--- src/rtl/rr_arbiter8.sv ---
// rr_arbiter8: eight-way round-robin arbiter sequenced through IDLE/GRANT/RELEASE.
// Define ARB_TIMEOUT_EN to build the MAX_HOLD grant limit and the timeout pulse.
module rr_arbiter8 #(
   parameter int unsigned MAX_HOLD = 15
) (
   input  logic       clk,
   input  logic       rst,
   input  logic [7:0] req,
   input  logic       done,
   output logic [7:0] gnt,
   output logic [2:0] gnt_id,
   output logic       gnt_valid,
   output logic       timeout
);

   typedef enum logic [1:0] {
      S_IDLE,
      S_GRANT,
      S_RELEASE
   } state_e;

   state_e      state_q, state_d;
   logic [2:0]  ptr_q, ptr_d;
   logic [2:0]  id_q, id_d;
   logic [15:0] req2;
   logic [7:0]  rot;
   logic [2:0]  off;
   logic [2:0]  winner;
   logic        rel_user;
   logic        hold_hit;

   if (MAX_HOLD < 1 || MAX_HOLD > 255) begin : g_bad_max_hold
      $error("rr_arbiter8: MAX_HOLD must be within 1..255");
   end

   // Rotate requests so that bit 0 is the requester at ptr; the lowest set bit wins.
   assign req2 = {req, req};
   assign rot  = req2[ptr_q +: 8];

   always_comb begin
      off = '0;
      for (int unsigned j = 8; j > 0; j--) begin
         if (rot[j-1]) off = 3'(j - 1);
      end
   end

   assign winner   = ptr_q + off;
   assign rel_user = done | ~req[id_q];

`ifdef ARB_TIMEOUT_EN
   logic [7:0] hold_q, hold_d;
   logic       to_q, to_d;

   assign hold_hit = (hold_q == 8'(MAX_HOLD - 1));
`else
   assign hold_hit = 1'b0;
`endif

   // State register
   always_ff @(posedge clk or posedge rst) begin
      if (rst) begin
         state_q <= S_IDLE;
         ptr_q   <= '0;
         id_q    <= '0;
      end else begin
         state_q <= state_d;
         ptr_q   <= ptr_d;
         id_q    <= id_d;
      end
   end

   // Next-state logic
   always_comb begin
      state_d = state_q;
      ptr_d   = ptr_q;
      id_d    = id_q;
      unique case (state_q)
         S_IDLE: begin
            if (|req) begin
               state_d = S_GRANT;
               id_d    = winner;
            end
         end
         S_GRANT: begin
            if (rel_user || hold_hit) begin
               state_d = S_RELEASE;
               ptr_d   = id_q + 3'd1;
            end
         end
         S_RELEASE: state_d = S_IDLE;
         default:   state_d = S_IDLE;
      endcase
   end

`ifdef ARB_TIMEOUT_EN
   always_ff @(posedge clk or posedge rst) begin
      if (rst) begin
         hold_q <= '0;
         to_q   <= 1'b0;
      end else begin
         hold_q <= hold_d;
         to_q   <= to_d;
      end
   end

   // A user release (done or withdrawal) masks the forced-release flag.
   always_comb begin
      hold_d = hold_q;
      to_d   = 1'b0;
      if (state_q == S_IDLE && (|req)) begin
         hold_d = '0;
      end else if (state_q == S_GRANT) begin
         if (rel_user || hold_hit) begin
            to_d = ~rel_user;
         end else if (hold_q != 8'hFF) begin
            hold_d = hold_q + 8'd1;
         end
      end
   end
`endif

   // Output decode
   always_comb begin
      gnt       = '0;
      gnt_valid = 1'b0;
      timeout   = 1'b0;
      if (state_q == S_GRANT) begin
         gnt_valid = 1'b1;
         gnt[id_q] = 1'b1;
      end
`ifdef ARB_TIMEOUT_EN
      if (state_q == S_RELEASE) timeout = to_q;
`endif
   end

   assign gnt_id = id_q;

endmodule

--- config.mk ---
export PLATFORM = sky130hd
export DESIGN_NAME = rr_arbiter8
export DESIGN_NICKNAME = d
export VERILOG_FILES = /design/src/rtl/rr_arbiter8.sv
export SDC_FILE = /design/constraint.sdc
export NUM_CORES = 1
export LEC_CHECK = 0
export ABC_AREA = 1
export CAP_MARGIN = 30
export CORE_MARGIN = 5
export CORE_UTILIZATION = 44
export CTS_CLUSTER_DIAMETER = 80
export DETAILED_ROUTE_END_ITERATION = 10
export GPL_TIMING_DRIVEN = 0
export PLACE_DENSITY = 0.76
export SETUP_SLACK_MARGIN = 0.02
export SYNTH_ARGS = -nofsm -noshare
export SYNTH_HDL_FRONTEND = slang
export SYNTH_SLANG_ARGS = --single-unit
--- constraint.sdc ---
create_clock -name clk -period 2.4 [get_ports clk]
set_input_delay 0.24 -clock clk [delete_from_list [all_inputs] [get_ports clk]]
set_output_delay 0.24 -clock clk [all_outputs]
set_load 0.02 [all_outputs]
==> metrics.cfg <==
[power]
switchingPower_mw=1.12
internal_power_mw=0.923
clock_power_share=0.051
swShare=0.548
power.total_mw=2.04
p_leak_nw=0.689
p_comb_frac=0.811
power-per-cell-area_nw_per_um2=1450
vdd_drop_max_mv=0.875
pwr-share-seq=0.138

[setup_path]
worstSetupPathType=in -> reg
worstPathMaxFanout=4
crit_path_cell_trace=clkdlybuf4s50_1 -> nand2_1 -> nand3_2 -> nand3_1 -> nand2_1 -> nand2_1 -> nand2_1 -> nand2_1 -> nand2_1 -> nand2_1 -> a21oi_2 -> ha_1 -> inv_1 -> fa_2 -> xor2_2 -> inv_1 -> nand3_1 -> nand3_1 -> nand2_1
worstRegToRegCells=20
cpMostUsedCell=nand2_1
arrival_ps=2610
cp_slowest_cell=clkdlybuf4s50_1
cp-startpoint=req[0]
r2r-end=gnt_id[2]$_DFFE_PP0P_
startpoint_type=input pin
slowest_delay_ps=560
reg2reg_from=ptr_q[0]$_DFFE_PP0P_
cp.required_ps=2540
reg2reg_slack_ps=-70
endpoint_kind=register

[cells_and_area]
finalNetCount=216
multi_input_comb_area_um2=762
syn_to_final_growth_pct=47.9
regArea_um2=200
n_antenna_cell=0
drive_gt1_frac=0.275
fin_area_um2=1410
n_fill_cell=172

[cts]
tritoncts=done
cts_buffers=3
clk_latency_ps=260
cts.clk_slew.worst_paths_ps=50
root_buffer=clkbuf_4
hold_buffers=0
htreeDepth=1
cts.path.max_buffers=2
cts_sinks=8

[timing]
finalSetupViolCount=1
period_share=1.03
hold_violations=0
clock_skew_ps=5.62
finalMaxSlewViolations=0
hold_ws_ps=213
finalSetupTns_ps=-68.2
layout_setup_ws_ps=-68.2
rsz0062_at_grt=true
max_clock_freq_ghz=0.405
finalCriticalPeriod_ps=2470

[drt]
wl_mm=2.99
vias=1216
firstDrtPassIters=4
ant_nets=0
wire_per_inst_um=13.2
drc_errors=0
dr.first_iter.drc_count=33
vias_per_cell=5.36

[grt]
busiest_layer=met2
track_usage=0.172
met2_usage=0.287
met3_usage=0.0298
grt-ovfl-total=0
antenna_found_initial=0
grtUsageMet1=0.214
grt_max_degree=11
grt_pass1_vias=1095
grt_pass1_wl_mm=4.48

[die]
die_y_um=56.5
die_x_um=56.5
rows=16
initial_core_util=0.475
pin_count=24
fp.coreArea_um2=2000
dieArea_um2=3190

[worst_hold_path]
min_path_type=in -> async

[logic_synthesis]
synth_most_common_cell=nand2_1
ys_seq_elements=8
syn_inst=168
ys_warn_count=0
synth_cell_type_count=27
synthTopCellsByArea=nand2_1 25%, dfrtp_1 21%, nand3_1 14%, nor2_1 7.5%, inv_1 5.5%
avgSynthCellArea_um2=5.66
syn_area_um2=951
synth_enable_flop_cells=0
async_flop_share=1.00
ys_seq_area_frac=0.211
synth_ff_type=dfrtp_1
netlist_top_cells_count=64 x nand2_1, 27 x nand3_1, 19 x nor2_1
synthesis.nets=182
synth_top_area_frac=0.253
yosys.area.top_type=nand2_1

[placed_design]
port_buffers=22
dp_hpwl_mm=2.08
gp_congestion=0.832
dpl_cell_area_um2=1200

[status]
outcome=complete, but fails checks
violations=negative setup slack

[run]
drv_cap=0

## state kept, by name (all words and copies together) (netlist names)
name and count:
gnt_id 3, state_q 2, ptr_q 3
## power by group through the flow
| stage | combinational [mW] | clock [mW] | sequential (mW) |
|---|---|---|---|
| 6_report | 1.66 | 0.104 | 0.282 |
| 4_1_cts | 1.48 | 0.106 | 0.278 |
| 3_5_place_dp | 1.31 | 0 | 0.281 |
| 3_3_place_gp | 1.29 | 0 | 0.279 |
| 5_1_grt | 1.82 | 0.112 | 0.295 |
| 2_1_floorplan | 0.961 | 0 | 0.290 |
## placed cells by master (no fill, tap or decap), types with 4 or more instances in the layout
cell and instances:
clkdlybuf4s50_1 22, buf_4 8, o21ai_1 4, nor2_1 18, nand3_2 13, o21ai_0 4, nand3_1 14, inv_1 14
nand2_2 17, dfrtp_1 8, nand2_1 51
## cells by family after synthesis
kind of cell | after synthesis | share of synthesized area
XOR/XNOR | 2 | 0.0184
other | 1 | 0.00394
AO/OA/AOI/OAI | 11 | 0.0671
buffers and inverters | 21 | 0.108
flip-flops | 8 | 0.211
AND/OR/NAND/NOR | 122 | 0.545
adder cells (fa/ha/maj) | 3 | 0.0474
## how the worst max path moves through the flow
stage,endpoint,slack (ps),depth (start not counted)
4_1_cts,gnt_id[2]$_DFFE_PP0P_,20,20
5_1_grt,gnt_id[2]$_DFFE_PP0P_,-230,20
3_5_place_dp,gnt_id[2]$_DFFE_PP0P_,-340,19
2_1_floorplan,gnt_id[2]$_DFFE_PP0P_,150,20
3_3_place_gp,gnt_id[2]$_DFFE_PP0P_,-310,19
6_report,gnt_id[2]$_DFFE_PP0P_,-70,19
## metrics by stage
stage	utilization	setup WS, ps	cells
final	0.703	-68.2	227
after global routing	0.703	-226	227
after CTS	0.658	17.4	225
after detailed placement	0.602	-339	217
after global placement	0.602	-309	217
after floorplan	-	146	168
## final cells by class
| class | instances | share of cell area |
|---|---|---|
| timing repair buffer | 29 | 0.194 |
| buffer | 4 | 0.0249 |
| multi-input combinational | 139 | 0.542 |
| inverter | 17 | 0.0569 |
| sequential | 8 | 0.142 |
| tap | 27 | 0.0240 |
| clock buffer | 3 | 0.0160 |
## routing by layer
metal	part of all wire	vias to the layer above	wire, um
met1	0.42	559	1270
met5	0	-	0
met4	0.019	0	57
li1	-	602	-
met2	0.49	49	1470
met3	0.063	6	188
## critical path: cells and delay by family
kind                     cells  cell delay, ps
adder cells (fa/ha/maj)      2             490
AND/OR/NAND/NOR             12             950
XOR/XNOR                     1             160
buffers and inverters        3             660
AO/OA/AOI/OAI                1             120
## timing repair
| action | 4_1_cts | 5_1_grt |
|---|---|---|
| buffers inserted | 5 | 1 |
| pin swaps | 2 | 3 |
| setup endpoints to repair | 1 | 2 |
| gates cloned | 0 | 1 |
| gates resized for setup | 15 | 22 |
(Power assumes the default switching activity.)
